`config.mk`:
```
export PLATFORM = sky130hd
export DESIGN_NAME = mul16_arbiter
export DESIGN_NICKNAME = d
export VERILOG_FILES = /design/src/rtl/mul16_pkg.sv /design/src/rtl/mul16_seq_core.sv /design/src/rtl/mul16_arbiter.sv
export SDC_FILE = /design/constraint.sdc
export NUM_CORES = 1
export LEC_CHECK = 0
export CAP_MARGIN = 10
export CELL_PAD_IN_SITES_DETAIL_PLACEMENT = 0
export CELL_PAD_IN_SITES_GLOBAL_PLACEMENT = 1
export CORE_ASPECT_RATIO = 0.8
export CORE_MARGIN = 10
export CORE_UTILIZATION = 30
export DETAILED_ROUTE_END_ITERATION = 16
export PLACE_DENSITY = 0.68
export SYNTH_ARGS = -nofsm -noshare
export SYNTH_HDL_FRONTEND = slang
export SYNTH_HIERARCHICAL = 1
export SYNTH_SLANG_ARGS = --single-unit
```
`constraint.sdc`:
```
create_clock -name clk -period 3.3 [get_ports clk]
set_input_delay 0.33 -clock clk [delete_from_list [all_inputs] [get_ports clk]]
set_output_delay 0.33 -clock clk [all_outputs]
set_load 0.03 [all_outputs]
```
`src/rtl/mul16_pkg.sv`:
```
// Shared definitions for the 16x16 shift-add multiplier and its two-port arbiter.
package mul16_pkg;
    localparam int W     = 16;
    localparam int CNT_W = $clog2(W);

    typedef enum logic [0:0] {
        IDLE = 1'b0,
        CALC = 1'b1
    } state_t;

    typedef logic [0:0] req_id_t;
endpackage

```
`src/rtl/mul16_seq_core.sv`:
```
// Bit-serial unsigned shift-add multiplier datapath: one multiplier bit per step.
module mul16_seq_core
    import mul16_pkg::*;
(
    input  logic             clk,
    input  logic             rst_n,
    input  logic             load,
    input  logic             step,
    input  logic [W-1:0]     a,
    input  logic [W-1:0]     b,
    output logic             last,
    output logic [2*W-1:0]   prod
);
    logic [2*W-1:0] mcand_reg;
    logic [W-1:0]   mplier_reg;
    logic [2*W-1:0] acc_reg;
    logic [2*W-1:0] acc_next;
    logic [CNT_W-1:0] cnt_reg;

    // prod includes the current step's partial product so the final value is
    // available on the same edge that performs the last iteration.
    assign acc_next = acc_reg + (mplier_reg[0] ? mcand_reg : '0);
    assign prod     = acc_next;
    assign last     = (cnt_reg == CNT_W'(W-1));

    always_ff @(posedge clk or negedge rst_n) begin
        if (!rst_n) begin
            mcand_reg  <= '0;
            mplier_reg <= '0;
            acc_reg    <= '0;
            cnt_reg    <= '0;
        end else if (load) begin
            mcand_reg  <= {{W{1'b0}}, a};
            mplier_reg <= b;
            acc_reg    <= '0;
            cnt_reg    <= '0;
        end else if (step) begin
            acc_reg    <= acc_next;
            mcand_reg  <= mcand_reg << 1;
            mplier_reg <= mplier_reg >> 1;
            cnt_reg    <= cnt_reg + CNT_W'(1);
        end
    end
endmodule

```
`src/rtl/mul16_arbiter.sv`:
```
// Two-requester front end for the shared shift-add multiplier.
// Define MUL16_ARB_RR_EN for round-robin ties; otherwise requester 0 has fixed priority.
module mul16_arbiter
    import mul16_pkg::*;
(
    input  logic             clk,
    input  logic             rst_n,
    input  logic             req0,
    input  logic [W-1:0]     a0,
    input  logic [W-1:0]     b0,
    input  logic             req1,
    input  logic [W-1:0]     a1,
    input  logic [W-1:0]     b1,
    output logic             ack0,
    output logic             ack1,
    output logic             done0,
    output logic             done1,
    output logic [2*W-1:0]   yout,
    output logic             busy
);
    state_t         state_reg;
    req_id_t        gnt_id_reg;
    req_id_t        gnt_sel;
    logic           start;
    logic           core_last;
    logic [2*W-1:0] core_prod;
    logic [W-1:0]   sel_a;
    logic [W-1:0]   sel_b;
    logic           ack0_reg, ack1_reg, done0_reg, done1_reg;
    logic [2*W-1:0] yout_reg;

`ifdef MUL16_ARB_RR_EN
    req_id_t last_gnt_reg;

    always_comb begin
        gnt_sel = 1'b0;
        if (req0 && req1)
            gnt_sel = ~last_gnt_reg;
        else if (!req0)
            gnt_sel = 1'b1;
    end

    // Resets to 1 so that requester 0 takes the first tie.
    always_ff @(posedge clk or negedge rst_n) begin
        if (!rst_n)
            last_gnt_reg <= 1'b1;
        else if (start)
            last_gnt_reg <= gnt_sel;
    end
`else
    assign gnt_sel = req0 ? 1'b0 : 1'b1;
`endif

    assign start = (state_reg == IDLE) && (req0 || req1);
    assign sel_a = gnt_sel[0] ? a1 : a0;
    assign sel_b = gnt_sel[0] ? b1 : b0;

    mul16_seq_core u_core (
        .clk   (clk),
        .rst_n (rst_n),
        .load  (start),
        .step  (state_reg == CALC),
        .a     (sel_a),
        .b     (sel_b),
        .last  (core_last),
        .prod  (core_prod)
    );

    always_ff @(posedge clk or negedge rst_n) begin
        if (!rst_n) begin
            state_reg  <= IDLE;
            gnt_id_reg <= 1'b0;
            ack0_reg   <= 1'b0;
            ack1_reg   <= 1'b0;
            done0_reg  <= 1'b0;
            done1_reg  <= 1'b0;
            yout_reg   <= '0;
        end else begin
            ack0_reg  <= start && (gnt_sel == 1'b0);
            ack1_reg  <= start && (gnt_sel == 1'b1);
            done0_reg <= 1'b0;
            done1_reg <= 1'b0;
            case (state_reg)
                IDLE: begin
                    if (start) begin
                        gnt_id_reg <= gnt_sel;
                        state_reg  <= CALC;
                    end
                end
                CALC: begin
                    if (core_last) begin
                        yout_reg  <= core_prod;
                        done0_reg <= (gnt_id_reg == 1'b0);
                        done1_reg <= (gnt_id_reg == 1'b1);
                        state_reg <= IDLE;
                    end
                end
                default: state_reg <= IDLE;
            endcase
        end
    end

    assign ack0  = ack0_reg;
    assign ack1  = ack1_reg;
    assign done0 = done0_reg;
    assign done1 = done1_reg;
    assign yout  = yout_reg;
    assign busy  = (state_reg == CALC);
endmodule

```
-- After elaboration in Yosys (flattened, before gate mapping)
Index checks and enable logic that the tools add are counted.
- order comparisons: 0
- multipliers: 0
- add/subtract/negate cells: 2
- shift-type cells: 0
- reduce and logical (&&, ||, !) cells: 7
- muxes and demuxes: 19
- divide/modulo/power cells: 0
- bitwise logic cells: 2
- equality and inequality tests: 1
- operators by type and width (cell ; count):
    $mux W32 ; 5
    $mux W16 ; 4
    $add A32 B32 Y32 ; 1
    $mux W4 ; 2
    $mux W1 ; 7
    $add A4 B1 Y4 const B ; 1
    $eq A4 B4 Y1 const B ; 1
    $reduce_and A2 Y1 ; 2
    $logic_and A1 B1 Y1 ; 3
    $not A1 Y1 ; 2
    $pmux W1 S2 ; 1
    $reduce_bool A2 Y1 ; 1
    $logic_or A1 B1 Y1 ; 1
- bits of input ports: 68
- memory bits (writable): 0
- bits in read-only memories: 0
- output and inout bits: 37
- logic and storage cells: 42
- memories kept: 0
- bits in latches: 0
- register bits: 122

-- Logic depth before layout (Yosys ltp)
Gate-level depths: netlist (run 1).
- depth after elaboration: 4
- depth in mapped cells: 12
- gate-level depth less buffers: 11

-- Hierarchy
Netlist (run 1), hierarchy kept.
- modules (own cells, without submodules) (module ; area each (um2) ; cells an instance ; sequential area each (um2) ; instances):
    mul16_seq_core ; 5694.2 ; 615 ; 2102.0 ; 1
    mul16_arbiter ; 1890.6 ; 120 ; 950.9 ; 1

-- Least setup slack after synthesis (run 1)
Ideal clock, no wire load.
- path type: register -> register
- start point: register u_core.mplier_reg[0]
- end point: register yout_reg[30], in the netlist yout[30]
- setup slack: 0.507 ns
- arrival time: 2.668 ns
- cell stages (with the launch flop): 12
- path buffers: 0
- setup time: 0.125 ns
- period minus slack after synthesis: 2.793 ns
- data required time: 3.175 ns
- cell sequence: dfrtp_1 and2_1 ha_1 fa_1 a21o_1 a31oi_2 a22oi_4 o211a_1 o211ai_1 and2b_1 xnor2_1 mux2_4
- cells in the longest elaborated chain, start to end: 2
- RTL lines (element ; line ; text):
    from (decl) ; mul16_seq_core.sv:15 ; logic [W-1:0] mplier_reg;
    from (signal assigned) ; mul16_seq_core.sv:40 ; mplier_reg <= mplier_reg >> 1;
    $mux W32 ; mul16_seq_core.sv:22 ; assign acc_next = acc_reg + (mplier_reg[0] ? mcand_reg : '0);
    $add A32 B32 Y32 ; mul16_seq_core.sv:22 ;
    via core_prod[30] ; mul16_arbiter.sv:26 ; logic [2*W-1:0] core_prod;
    to (signal assigned) ; mul16_arbiter.sv:92 ; yout_reg <= core_prod;
    to (decl) ; mul16_arbiter.sv:30 ; logic [2*W-1:0] yout_reg;
The timed path passes the listed nets, and every way through them passes these cells.
A chain may end at the register's enable or synchronous reset.

-- Worst setup path after layout (run 1)
- start point: register u_core.mplier_reg[0]
- end point: register yout_reg[31], in the netlist yout[31]
The elaborated chain is that of the path after synthesis.

==> qor.txt, run 1 <==
outcome = complete, no violations
Final Hold Viols = 0
max-cap violations = 0
utilization after layout = 39.1%
clock buffer depth = 2
Yosys top cell by area = dfrtp_1
Final Setup Violations = 0
most instantiated cells after synthesis = dfrtp_1 (122), mux2i_1 (65), nand2_1 (64)
vias in the first global route = 5843
Data arrival, critical path = 3.38 ns
post-route ant nets = 0
max incr delay on CP = 0.45 ns
Mapped Avg Cell Area = 10.3 µm²
RSZ-0062 raised after global routing = false
Resize count post-CTS = 0
Post-Syn Area = 0.00758 mm²
GRT overflow = 0
core area = 0.0246 mm²
Layout area overhead = 26.8%
dpl cells = 1128
clock-pin slew on the worst setup and hold paths = 0.06 ns
Setup WS pre-CTS = 0.274 ns
Post-Syn Instances = 735
initial drt markers = 293
Worst Setup Start Kind = flop
DIE HEIGHT = 162 µm
setup slack after layout = 0.234 ns
clk sink count = 122
clk_skew = 0.0115 ns
total CTS buffers = 17
layout cells sized above 1 = 15.2%
worst slew pin tran = 0.720 ns
Finished Layout Cells = 1162
area of the multi-input gates = 0.00427 mm²
Power Dens Cells = 876 mW/mm²
endpoint class of the critical path = flop
CP max FO = 24
Die X = 198 µm
register area = 0.00306 mm²
setup tns final = 0 ns
# rows = 51
Port-buffer cells = 104
antenna violations before repair = 0
Post-synth ARST share = 100%
initial core utilization = 30.8%
Post-DP HPWL = 15100 µm
global router's overall resource usage = 12.9%
first-pass GRT wire length = 32700 µm
Worst Hold Class = primary input to async pin
yosys warns = 6
syn nets = 836
most frequent CP cell = a21o_1
slowest CP cell = dfrtp_1
Post-CTS Setup Bufs = 0
DR vias/cell = 4.90
EDFF count, synth = 0
vias = 5690
I/O pins = 105
Root Driver = clkbuf_16
final hold slack = 0.407 ns
most frequent cell after synthesis = dfrtp_1
#FFs+latches synth = 122
Top delay family on crit path = compound AO/OA/AOI/OAI gates
Worst VDD drop = 0.441 mV
CP Class = flop to flop
CTS tree = yes
Leakage = 0.00477 µW
DRC Markers = 0
Slew Limit Headroom = 52.0%
crit-path cells = buf_4, and2_1, ha_1, a21o_1, a21o_1, a311oi_1, o21bai_1, o21ai_1, nand2_1, xnor2_1, mux2_4
Final period util = 92.9%
GP Congestion = 0.887
Synth cell types = 68
Max H-tree Level = 4
Die Footprint = 0.0321 mm²
register area share after synthesis = 40.3%
worst path buffer plus inverter count = 1
maximum clock rate = 326 MHz
Critical Path RT = 3.61 ns
Net count, final = 931
clock latency on the worst-skew pair = 0.43 ns
Post-Route WL = 20300 µm
largest net degree at the start of global routing = 83
Synth area leaders = dfrtp_1 (40%), mux2i_1 (8.6%), mux2_2 (5.5%)
max-slew violation count = 0
top_reg_cell synth = dfrtp_1
number of iterations in the first detailed-routing pass = 5
Avg WL per Cell = 17.5 µm
Final min period = 3.07 ns
fill count = 2435
share of the synthesized area in the top cell type = 40.3%
## per-stage QoR
stage	total power [µW]	instance area (µm²)
floorplan	5150	7580
global placement	6270	8930
detailed placement	6320	8930
CTS	8530	9620
global route	9010	9620
finish	8430	9620
## metal layers
metal / up-vias / track usage [%] / wire length, µm
li1: 2820 / - / -
met5: - / 0 / 0
met1: 2734 / 18.7 / 10600
met2: 122 / 18.0 / 8370
met3: 14 / 4.17 / 1140
met4: 0 / 3.00 / 163
## what timing repair did
action / in CTS / in global routing
endpoints found under the setup margin: 0 / 0
endpoints found under the hold margin: 35 / 0
hold buffers: 1 / 0
## worst paths after layout
kind	end	slack, ns	startpoint	cells after the start
setup / recovery	yout[31]$_DFFE_PN0P_	0.23	u_core/mplier_reg[0]$_DFFE_PN0P_	11
hold / removal	u_core/mplier_reg[13]$_DFFE_PN0P_	0.41	rst_n	2
setup reg to reg	yout[31]$_DFFE_PN0P_	0.23	u_core/mplier_reg[0]$_DFFE_PN0P_	11
hold reg to reg	done0$_DFF_PN0_	0.42	gnt_id_reg$_DFFE_PN0P_	1
max in group asynchronous	busy$_DFF_PN0_	2.03	rst_n	3
min in group clk	done0$_DFF_PN0_	0.42	gnt_id_reg$_DFFE_PN0P_	1
## cell families after synthesis
kind of cell	after synthesis	synth area share, %
buffers and inverters	56	3.53
muxes	129	19.4
DFF	122	40.3
xor gates and xnor gates	33	3.81
AOI/OAI and AO/OA	161	14.8
and+or+nand+nor	201	12.6
adders and majority gates	33	5.54
## cells in the final DEF, fill, tap and decap left out, types with 6 or more instances in the layout
cell type | synthesis | layout
nand3_1 | 8 | 8
ha_1 | 32 | 32
dfrtp_1 | 122 | 121
o211ai_1 | 6 | 6
inv_1 | 14 | 14
o21ai_0 | 48 | 48
clkdlybuf4s50_1 | 0 | 103
and2_1 | 34 | 34
nand2_1 | 64 | 64
a21o_1 | 12 | 12
buf_4 | 0 | 13
xor2_1 | 12 | 12
and3_1 | 8 | 8
mux2_2 | 37 | 37
xnor2_1 | 21 | 21
a22o_1 | 8 | 8
bufinv_16 | 0 | 6
mux2_4 | 27 | 27
clkbuf_16 | 0 | 17
a21oi_1 | 31 | 31
mux2i_1 | 65 | 65
nand4_1 | 10 | 10
nor2_1 | 58 | 57
## power by group
| part | switching [µW] | internal (µW) |
|---|---|---|
| registers | 474 | 2120 |
| clock network | 725 | 1450 |
| logic | 2000 | 1660 |
## layout make-up
| type | instances | area share, % |
|---|---|---|
| repair buffers | 118 | 12.0 |
| clock inverters | 13 | 2.47 |
| flip-flops and latches | 122 | 31.8 |
| clock buffers | 19 | 4.60 |
| well taps | 318 | 4.14 |
| diodes | 1 | 0.0260 |
| multi-input cells | 557 | 44.4 |
| inverters | 14 | 0.546 |
No activity file was read; power rests on OpenSTA's default activity.
==> inputs of run 2 (changes only) <==
--- a/config.mk
+++ b/config.mk
@@ -12,6 +12,7 @@
 export CORE_MARGIN = 10
 export CORE_UTILIZATION = 30
 export DETAILED_ROUTE_END_ITERATION = 16
+export GPL_ROUTABILITY_DRIVEN = 0
 export PLACE_DENSITY = 0.68
 export SYNTH_ARGS = -nofsm -noshare
 export SYNTH_HDL_FRONTEND = slang
==> results of run 2 <==
Same layout as run 1: the final DEF is identical, and so are final timing and power.
